$ cat config.mk
export PLATFORM = sky130hd
export DESIGN_NAME = char_term_ctrl
export DESIGN_NICKNAME = d
export VERILOG_FILES = /design/src/rtl/char_term_ctrl.sv
export SDC_FILE = /design/constraint.sdc
export NUM_CORES = 1
export LEC_CHECK = 0
export BUFFER_PORTS_ARGS = -buffer_cell sky130_fd_sc_hd__buf_2
export CORE_MARGIN = 2
export CORE_UTILIZATION = 56
export DETAILED_ROUTE_END_ITERATION = 10
export PLACE_DENSITY = 0.74
export SETUP_SLACK_MARGIN = 0.3
export SLEW_MARGIN = 20
export SYNTH_ARGS = -nofsm -noshare
export SYNTH_HDL_FRONTEND = slang
export SYNTH_SLANG_ARGS = --single-unit
$ cat constraint.sdc
create_clock -name clk -period 7.62 [get_ports clk]
set_input_delay 1.524 -clock clk [delete_from_list [all_inputs] [get_ports clk]]
set_output_delay 1.524 -clock clk [all_outputs]
set_load 0.05 [all_outputs]
$ cat src/rtl/char_term_ctrl.sv
// Terminal write controller for a ROWS x COLS character buffer.
// Handles the byte handshake, cursor tracking, hardware scroll via top_row, and full-screen clear.
module char_term_ctrl #(
  parameter int COLS = 70,
  parameter int ROWS = 30
) (
  input  logic        clk,
  input  logic        rst_n,
  input  logic        in_valid,
  output logic        in_ready,
  input  logic [7:0]  in_char,
  input  logic        clr,
  output logic [11:0] buf_addr,
  output logic [7:0]  buf_data,
  output logic        buf_we,
  output logic [5:0]  cur_row,
  output logic [6:0]  cur_col,
  output logic [5:0]  top_row,
  output logic        busy
);

  // state  | meaning
  // IDLE   | waiting for a byte or a clear request
  // EXEC   | one cycle; apply the cursor update for the latched byte
  // SCROLL | COLS cycles blanking the recycled row at top_row
  // CLEAR  | ROWS*COLS cycles blanking the whole buffer
  typedef enum logic [1:0] {IDLE, EXEC, SCROLL, CLEAR} state_t;

  localparam logic [11:0] COLS12    = 12'(COLS);
  localparam logic [6:0]  LAST_COL  = 7'(COLS - 1);
  localparam logic [5:0]  LAST_ROW  = 6'(ROWS - 1);
  localparam logic [6:0]  ROWS7     = 7'(ROWS);
  localparam logic [11:0] CELLS_M1  = 12'(ROWS * COLS - 1);
  localparam logic [11:0] SCROLL_M1 = 12'(COLS - 1);
  localparam logic [7:0]  BLANK     = 8'h20;

  state_t      r_state, w_state_nxt;
  logic [7:0]  r_char, w_char_nxt;
  logic [5:0]  r_row, w_row_nxt;
  logic [6:0]  r_col, w_col_nxt;
  logic [5:0]  r_top, w_top_nxt;
  logic [11:0] r_cnt, w_cnt_nxt;
  logic [11:0] r_addr, w_addr_nxt;
  logic [7:0]  r_data, w_data_nxt;
  logic        r_we, w_we_nxt;

  logic [6:0]  w_psum;
  logic [5:0]  w_prow;
  logic [11:0] w_row_base;
  logic [11:0] w_top_base;
  logic [11:0] w_cell_addr;
  logic [11:0] w_bs_addr;
  logic        w_in_print;
  logic        w_r_print;
  logic        w_adv;

  assign w_psum      = {1'b0, r_top} + {1'b0, r_row};
  assign w_prow      = (w_psum >= ROWS7) ? 6'(w_psum - ROWS7) : w_psum[5:0];
  assign w_row_base  = {6'b0, w_prow} * COLS12;
  assign w_top_base  = {6'b0, r_top} * COLS12;
  assign w_cell_addr = w_row_base + {5'b0, r_col};
  assign w_bs_addr   = w_row_base + {5'b0, r_col - 7'd1};
  assign w_in_print  = (in_char >= 8'h20) && (in_char <= 8'h7E);
  assign w_r_print   = (r_char >= 8'h20) && (r_char <= 8'h7E);

  assign in_ready = (r_state == IDLE) && !clr;
  assign busy     = (r_state != IDLE);
  assign buf_addr = r_addr;
  assign buf_data = r_data;
  assign buf_we   = r_we;
  assign cur_row  = r_row;
  assign cur_col  = r_col;
  assign top_row  = r_top;

  always_comb begin
    w_state_nxt = r_state;
    w_char_nxt  = r_char;
    w_row_nxt   = r_row;
    w_col_nxt   = r_col;
    w_top_nxt   = r_top;
    w_cnt_nxt   = r_cnt;
    w_addr_nxt  = r_addr;
    w_data_nxt  = r_data;
    w_we_nxt    = 1'b0;
    w_adv       = 1'b0;
    case (r_state)
      IDLE: begin
        if (clr) begin
          w_state_nxt = CLEAR;
          w_we_nxt    = 1'b1;
          w_addr_nxt  = 12'd0;
          w_data_nxt  = BLANK;
          w_cnt_nxt   = CELLS_M1;
        end else if (in_valid) begin
          // The write is issued at acceptance so it is visible during EXEC.
          w_state_nxt = EXEC;
          w_char_nxt  = in_char;
          if (w_in_print) begin
            w_we_nxt   = 1'b1;
            w_addr_nxt = w_cell_addr;
            w_data_nxt = in_char;
          end else if (in_char == 8'h08 && r_col != 7'd0) begin
            w_we_nxt   = 1'b1;
            w_addr_nxt = w_bs_addr;
            w_data_nxt = BLANK;
          end
        end
      end
      EXEC: begin
        w_state_nxt = IDLE;
        if (w_r_print) begin
          if (r_col == LAST_COL) begin
            w_col_nxt = 7'd0;
            w_adv     = 1'b1;
          end else begin
            w_col_nxt = r_col + 7'd1;
          end
        end else if (r_char == 8'h0A) begin
          w_col_nxt = 7'd0;
          w_adv     = 1'b1;
        end else if (r_char == 8'h0D) begin
          w_col_nxt = 7'd0;
        end else if (r_char == 8'h08 && r_col != 7'd0) begin
          w_col_nxt = r_col - 7'd1;
        end
        if (w_adv) begin
          if (r_row != LAST_ROW) begin
            w_row_nxt = r_row + 6'd1;
          end else begin
            w_state_nxt = SCROLL;
            w_we_nxt    = 1'b1;
            w_addr_nxt  = w_top_base;
            w_data_nxt  = BLANK;
            w_cnt_nxt   = SCROLL_M1;
          end
        end
      end
      SCROLL: begin
        if (r_cnt == 12'd0) begin
          w_state_nxt = IDLE;
          w_top_nxt   = (r_top == LAST_ROW) ? 6'd0 : r_top + 6'd1;
        end else begin
          w_we_nxt   = 1'b1;
          w_cnt_nxt  = r_cnt - 12'd1;
          w_addr_nxt = r_addr + 12'd1;
        end
      end
      CLEAR: begin
        if (r_cnt == 12'd0) begin
          w_state_nxt = IDLE;
          w_top_nxt   = 6'd0;
          w_row_nxt   = 6'd0;
          w_col_nxt   = 7'd0;
        end else begin
          w_we_nxt   = 1'b1;
          w_cnt_nxt  = r_cnt - 12'd1;
          w_addr_nxt = r_addr + 12'd1;
        end
      end
      default: w_state_nxt = IDLE;
    endcase
  end

  always_ff @(posedge clk or negedge rst_n) begin
    if (!rst_n) begin
      r_state <= IDLE;
      r_char  <= 8'd0;
      r_row   <= 6'd0;
      r_col   <= 7'd0;
      r_top   <= 6'd0;
      r_cnt   <= 12'd0;
      r_addr  <= 12'd0;
      r_data  <= 8'd0;
      r_we    <= 1'b0;
    end else begin
      r_state <= w_state_nxt;
      r_char  <= w_char_nxt;
      r_row   <= w_row_nxt;
      r_col   <= w_col_nxt;
      r_top   <= w_top_nxt;
      r_cnt   <= w_cnt_nxt;
      r_addr  <= w_addr_nxt;
      r_data  <= w_data_nxt;
      r_we    <= w_we_nxt;
    end
  end

endmodule

# Yosys cells after proc, flatten, opt, wreduce, memory -nomap -nowiden

Index checks and enable logic that the tools add are counted.

Eq/ne operators: 21
$mul: 2
Bitwise logic cells: 1
Reduce and logical (&&, ||, !) cells: 22
Multiplexer cells: 53
Order comparisons: 5
$add $sub $neg: 10

Operators with widths:

| operator              | number |
|---|---|
| $mux 12               | 11 |
| $pmux 12 s3           | 2 |
| $mux 8                | 6 |
| $mux 7                | 6 |
| $mux 6                | 6 |
| $eq 8x4->1 const B    | 4 |
| $add 12x7->12         | 2 |
| $pmux 6 s2            | 2 |
| $mul 6x6->11 const B  | 2 |
| $ge 8x6->1 const B    | 2 |
| $le 8x7->1 const B    | 2 |
| $pmux 8 s2            | 1 |
| $ne 2x2->1 const B    | 7 |
| $pmux 7 s2            | 1 |
| $add 12x1->12 const B | 1 |
| $add 6x1->6 const B   | 2 |
| $logic_not 12->1      | 1 |
| $sub 12x1->12 const B | 1 |
| $mux 1                | 11 |
| $mux 2                | 5 |
| $reduce_and 5->1      | 2 |
| $reduce_and 3->1      | 3 |
| $reduce_and 4->1      | 2 |
| $reduce_bool 2->1     | 4 |
| other kinds (23)      | 28 |

Output and inout port bits: 42
Input bits: 12
Bits in registers: 62
Word-level logic and storage cells: 123

# Longest topological paths before layout

Depth in word-level cells: 10
Gate-level depth with buffers: 25

# Least setup slack after synthesis

No wires, ideal clock.

Path kind: register to register
From: register r_top[0], in the netlist top_row[0]
To: register r_addr[10], in the netlist buf_addr[10]
Cell stages (with the launch flop): 23
Data required time: 7.490 ns
Arrival: 5.225 ns
Buffers on the path: 0
Library setup time: 0.130 ns
Slack: 2.264 ns
Cells stage by stage: dfrtp_1 ha_1 inv_1 fa_1 xor2_1 inv_1 ha_1 nor4b_1 and3_1 o31ai_1 nand2_1 ha_1 ha_1 ha_1 ha_1 xor2_1 ha_1 nor2_1 nor4b_1 and3_1 nor3_1 o21ai_0 a2bb2oi_1

Cells in the longest elaborated chain, start to end: 10

Ends and longest elaborated chain:

| element                                          | RTL line | RTL |
|---|---|---|
| start, declared                                  | 41       | `logic [5:0] r_top, w_top_nxt;` |
| start signal, assigned                           | 180      | `r_top <= w_top_nxt;` |
| $add 6x6->7                                      | 57       | `assign w_psum = {1'b0, r_top} + {1'b0, r_row};` |
| $sub 6x5->6 / $ge 7x5->1 (equally long branches) | 58       | `assign w_prow = (w_psum >= ROWS7) ? 6'(w_psum - ROWS7) : w_psum[5:0];` |
| $mux 6                                           | 58       |  |
| $mul 6x6->11                                     | 59       | `assign w_row_base = {6'b0, w_prow} * COLS12;` |
| $add 12x7->12                                    | 62       | `assign w_bs_addr = w_row_base + {5'b0, r_col - 7'd1};` |
| $mux 12                                          | 102      | `end else if (in_char == 8'h08 && r_col != 7'd0) begin` |
| $mux 12                                          | 98       | `if (w_in_print) begin` |
| $mux 12                                          | 94       | `end else if (in_valid) begin` |
| $mux 12                                          | 88       | `if (clr) begin` |
| $pmux 12 s3 (*)                                  | 86       | `case (r_state)` |
| end signal, assigned                             | 182      | `r_addr <= w_addr_nxt;` |
| end, declared                                    | 43       | `logic [11:0] r_addr, w_addr_nxt;` |

Mark *: on every way between the ends. The rest lies on a longest branch, timed or not. The select of a mux whose other input is x is not followed.
A chain may end at the register's enable or synchronous reset.

# Worst setup path after layout

Same ends and word-level chain as after synthesis.

==> flow_summary.json <==
{
  "status": "finished clean",
  "critPathKind": "reg -> reg",
  "fill_cells": 778,
  "numPlacedInstances": 758,
  "required_ns": 7.84,
  "start_util_pct": 57.4,
  "final_cells": 774,
  "io_pins": 54,
  "gp_congestion": 0.904,
  "clk_pin_slew_ns": 0.08,
  "finalSetupViolCount": 0,
  "rows": 35,
  "drv_slew": 0,
  "p_leak_nw": 2.95,
  "yosysUniqueCellTypes": 72,
  "ant_nets": 0,
  "synthDominantCellAreaShare_pct": 29.4,
  "fin_skew_ns": 0.00761,
  "synth_area_per_cell_um2": 8.73,
  "wl_um": 13300,
  "ctsRootBufferMaster": "clkbuf_8",
  "max_freq_ghz": 0.178,
  "hold_path.class": "reg -> reg",
  "post-dp-hpwl_um": 10000,
  "hold_buffers": 0,
  "synth_flop_cell": "dfrtp_1",
  "worstPathArrival_ns": 5.83,
  "pwr-share-comb_pct": 46.9,
  "cts_resized": 0,
  "post-cts-setup-buffer-count": 0,
  "cellPowerDensity_nw_per_um2": 268,
  "htreeDepth": 3,
  "hold_viol": 0,
  "port_buffers": 53,
  "die_w_um": 101,
  "synth-async-reset-ratio_pct": 100,
  "remaining_drc_errors": 0,
  "area_growth_pct": 10.7,
  "routed-via-count": 4834,
  "path_max_fanout": 11,
  "tns_ns": 0,
  "synth_edf_count": 0,
  "first_pass_iters": 5,
  "ys_seq_area_share_pct": 29.4,
  "fp.dieH_um": 101,
  "cts_tree": "yes",
  "grt_pass1_vias": 4696,
  "ir_drop_v": 0.000255,
  "yosys_warnings": 0,
  "p_seq_share_pct": 33.5,
  "p_int_w": 0.000841,
  "pwr-share-clk_pct": 19.6,
  "period_share_pct": 73.6,
  "coreArea_um2": 9200,
  "drive_gt1_share_pct": 14.0,
  "synth.largest_area_cell": "dfrtp_1",
  "p_sw_share_pct": 46.3,
  "clk_path_buf_depth": 2,
  "tightest_slew_ns": 0.914,
  "p_sw_w": 0.000726,
  "syn_nets": 681,
  "clk-insertion-delay-late_ns": 0.34,
  "cts_buffers": 9,
  "cts_sinks": 62,
  "drv_cap": 0,
  "cp-end-kind": "register",
  "first_iter_violations": 252,
  "grt_antenna_before_repair": 0,
  "place_ws_ns": 2.04,
  "rsz0062_at_grt": "no",
  "finalPower_w": 0.00157,
  "viasPerCell": 6.25,
  "netlist_area_um2": 5280,
  "grt_use_total_pct": 27.5,
  "worst_slack_ns": 2.01,
  "syn_inst": 604,
  "grt_max_degree": 63,
  "ys_top_cells_by_area": "dfrtp_1, ha_1, nand2_1, o21ai_0, xnor2_1",
  "gr-total-overflow": 0,
  "die_area_um2": 10200,
  "final_nets": 735,
  "ys_seq_elements": 62,
  "antennaDiodeCount": 0,
  "multiInputGateArea_um2": 3490,
  "post-route-min-period_ns": 5.61,
  "grt_pass1_wl_um": 22500,
  "fin_hold_ws_ns": 0.481,
  "cp-start-kind": "register",
  "relSlewSlack_pct": 39.0,
  "register_area_um2": 1550,
  "routedWlPerCell_um": 17.2
}
critical path, cell delays in order (launching register included):
cell and delay [ns]:
dfrtp_1 0.55, ha_1 0.25, inv_1 0.06, fa_1 0.42, xor2_1 0.31, inv_1 0.10, ha_1 0.24, nor4b_1 0.39
nand2_1 0.10, nor2_1 0.10, o31ai_1 0.12, nand2_1 0.15, ha_1 0.24, ha_1 0.28, ha_1 0.28, ha_1 0.35
xor2_1 0.19, ha_1 0.33, nor2_1 0.06, nor4b_1 0.41, and3_1 0.25, nor3_1 0.05, o21ai_0 0.19, a2bb2oi_1 0.09
final cells by class:
cell class,instances,share of cell area (%)
clock buffer,11,2.42
inverter,47,3.02
timing repair buffer,55,4.80
tap,111,2.38
multi-input combinational,483,59.8
clock inverter,5,0.985
sequential,62,26.6
cell usage after synthesis (6+ instances only):
| library cell | instances |
|---|---|
| dfrtp_1 | 62 |
| ha_1 | 59 |
| nand2_1 | 59 |
| inv_1 | 43 |
| o21ai_0 | 42 |
| nor2_1 | 41 |
| a21oi_1 | 32 |
| xnor2_1 | 24 |
| nand3_1 | 17 |
| nor3_1 | 16 |
| a21o_1 | 15 |
| and3_1 | 13 |
| xor2_1 | 13 |
| o22ai_1 | 11 |
| o31ai_1 | 8 |
| mux2_2 | 7 |
| nand4_1 | 7 |
| and2_1 | 6 |
| fa_1 | 6 |
| mux2i_1 | 6 |
| nor4_1 | 6 |
| o211ai_1 | 6 |
placed cells by master, fill, tap and decap left out, types with 8 or more instances in the layout:
cell	synthesis	routed
xor2_1	13	13
dfrtp_1	62	62
inv_1	43	43
o21ai_0	42	42
buf_2	5	53
o22ai_1	11	11
o31ai_1	8	8
nor2_1	41	41
and3_1	13	13
nor3_1	16	16
nand2_1	59	59
a21o_1	15	15
a21oi_1	32	32
xnor2_1	24	24
ha_1	59	59
nand3_1	17	17
clkbuf_8	0	10
path summary, 6_finish.rpt:
path,start,endpoint,slack (ns),depth (start not counted)
max,top_row[0],buf_addr[10],2.01,23
min,r_cnt[6],r_cnt[6],0.48,1
max reg2reg,top_row[0],buf_addr[10],2.01,23
min reg2reg,r_cnt[6],r_cnt[6],0.48,1
max in group asynchronous,rst_n,buf_addr[6],5.71,2
min in group asynchronous,rst_n,buf_we,1.34,2
power by group through the flow:
| stage | registers (W) | logic, W | clock network, W |
|---|---|---|---|
| after CTS | 0.000522 | 0.000731 | 0.000311 |
| after global routing | 0.000541 | 0.000800 | 0.000326 |
| after floorplan | 0.000641 | 0.000425 | 0 |
| after global placement | 0.000523 | 0.000707 | 0 |
| final | 0.000525 | 0.000734 | 0.000308 |
| after detailed placement | 0.000528 | 0.000725 | 0 |
registers in the layout, summed over array words and instances (netlist names):
name,count
r_cnt,12
cur_col,7
r_state,2
top_row,6
buf_data,8
buf_we,1
r_char,8
cur_row,6
buf_addr,12
cells by family (layout without fill, tap and decap cells):
logic type	after synthesis	in the layout	synth area share, %
and+or+nand+nor	197	197	19.1
AOI/OAI and AO/OA	171	171	22.0
adders and majority gates	65	65	16.3
DFF	62	62	29.4
buffers and inverters	59	118	4.46
xor gates and xnor gates	37	37	6.14
muxes	13	13	2.63
stage by stage:
| stage | instance area, um^2 | utilization (%) |
|---|---|---|
| floorplan | 5280 | - |
| CTS | 5830 | 63.4 |
| global route | 5840 | 63.5 |
| global placement | 5640 | 61.3 |
| finish | 5840 | 63.5 |
| detailed placement | 5640 | 61.3 |
per-layer routing:
layer	share of wire (%)	routed length, um	up-vias	GRT usage, %
met5	0	0	-	0
met4	2.1	284	0	8.94
met3	5.5	727	24	5.76
met2	48	6380	147	45.9
met1	44	5880	2340	35.5
li1	-	-	2323	-
Note: power is estimated with default switching activity, not from simulation.
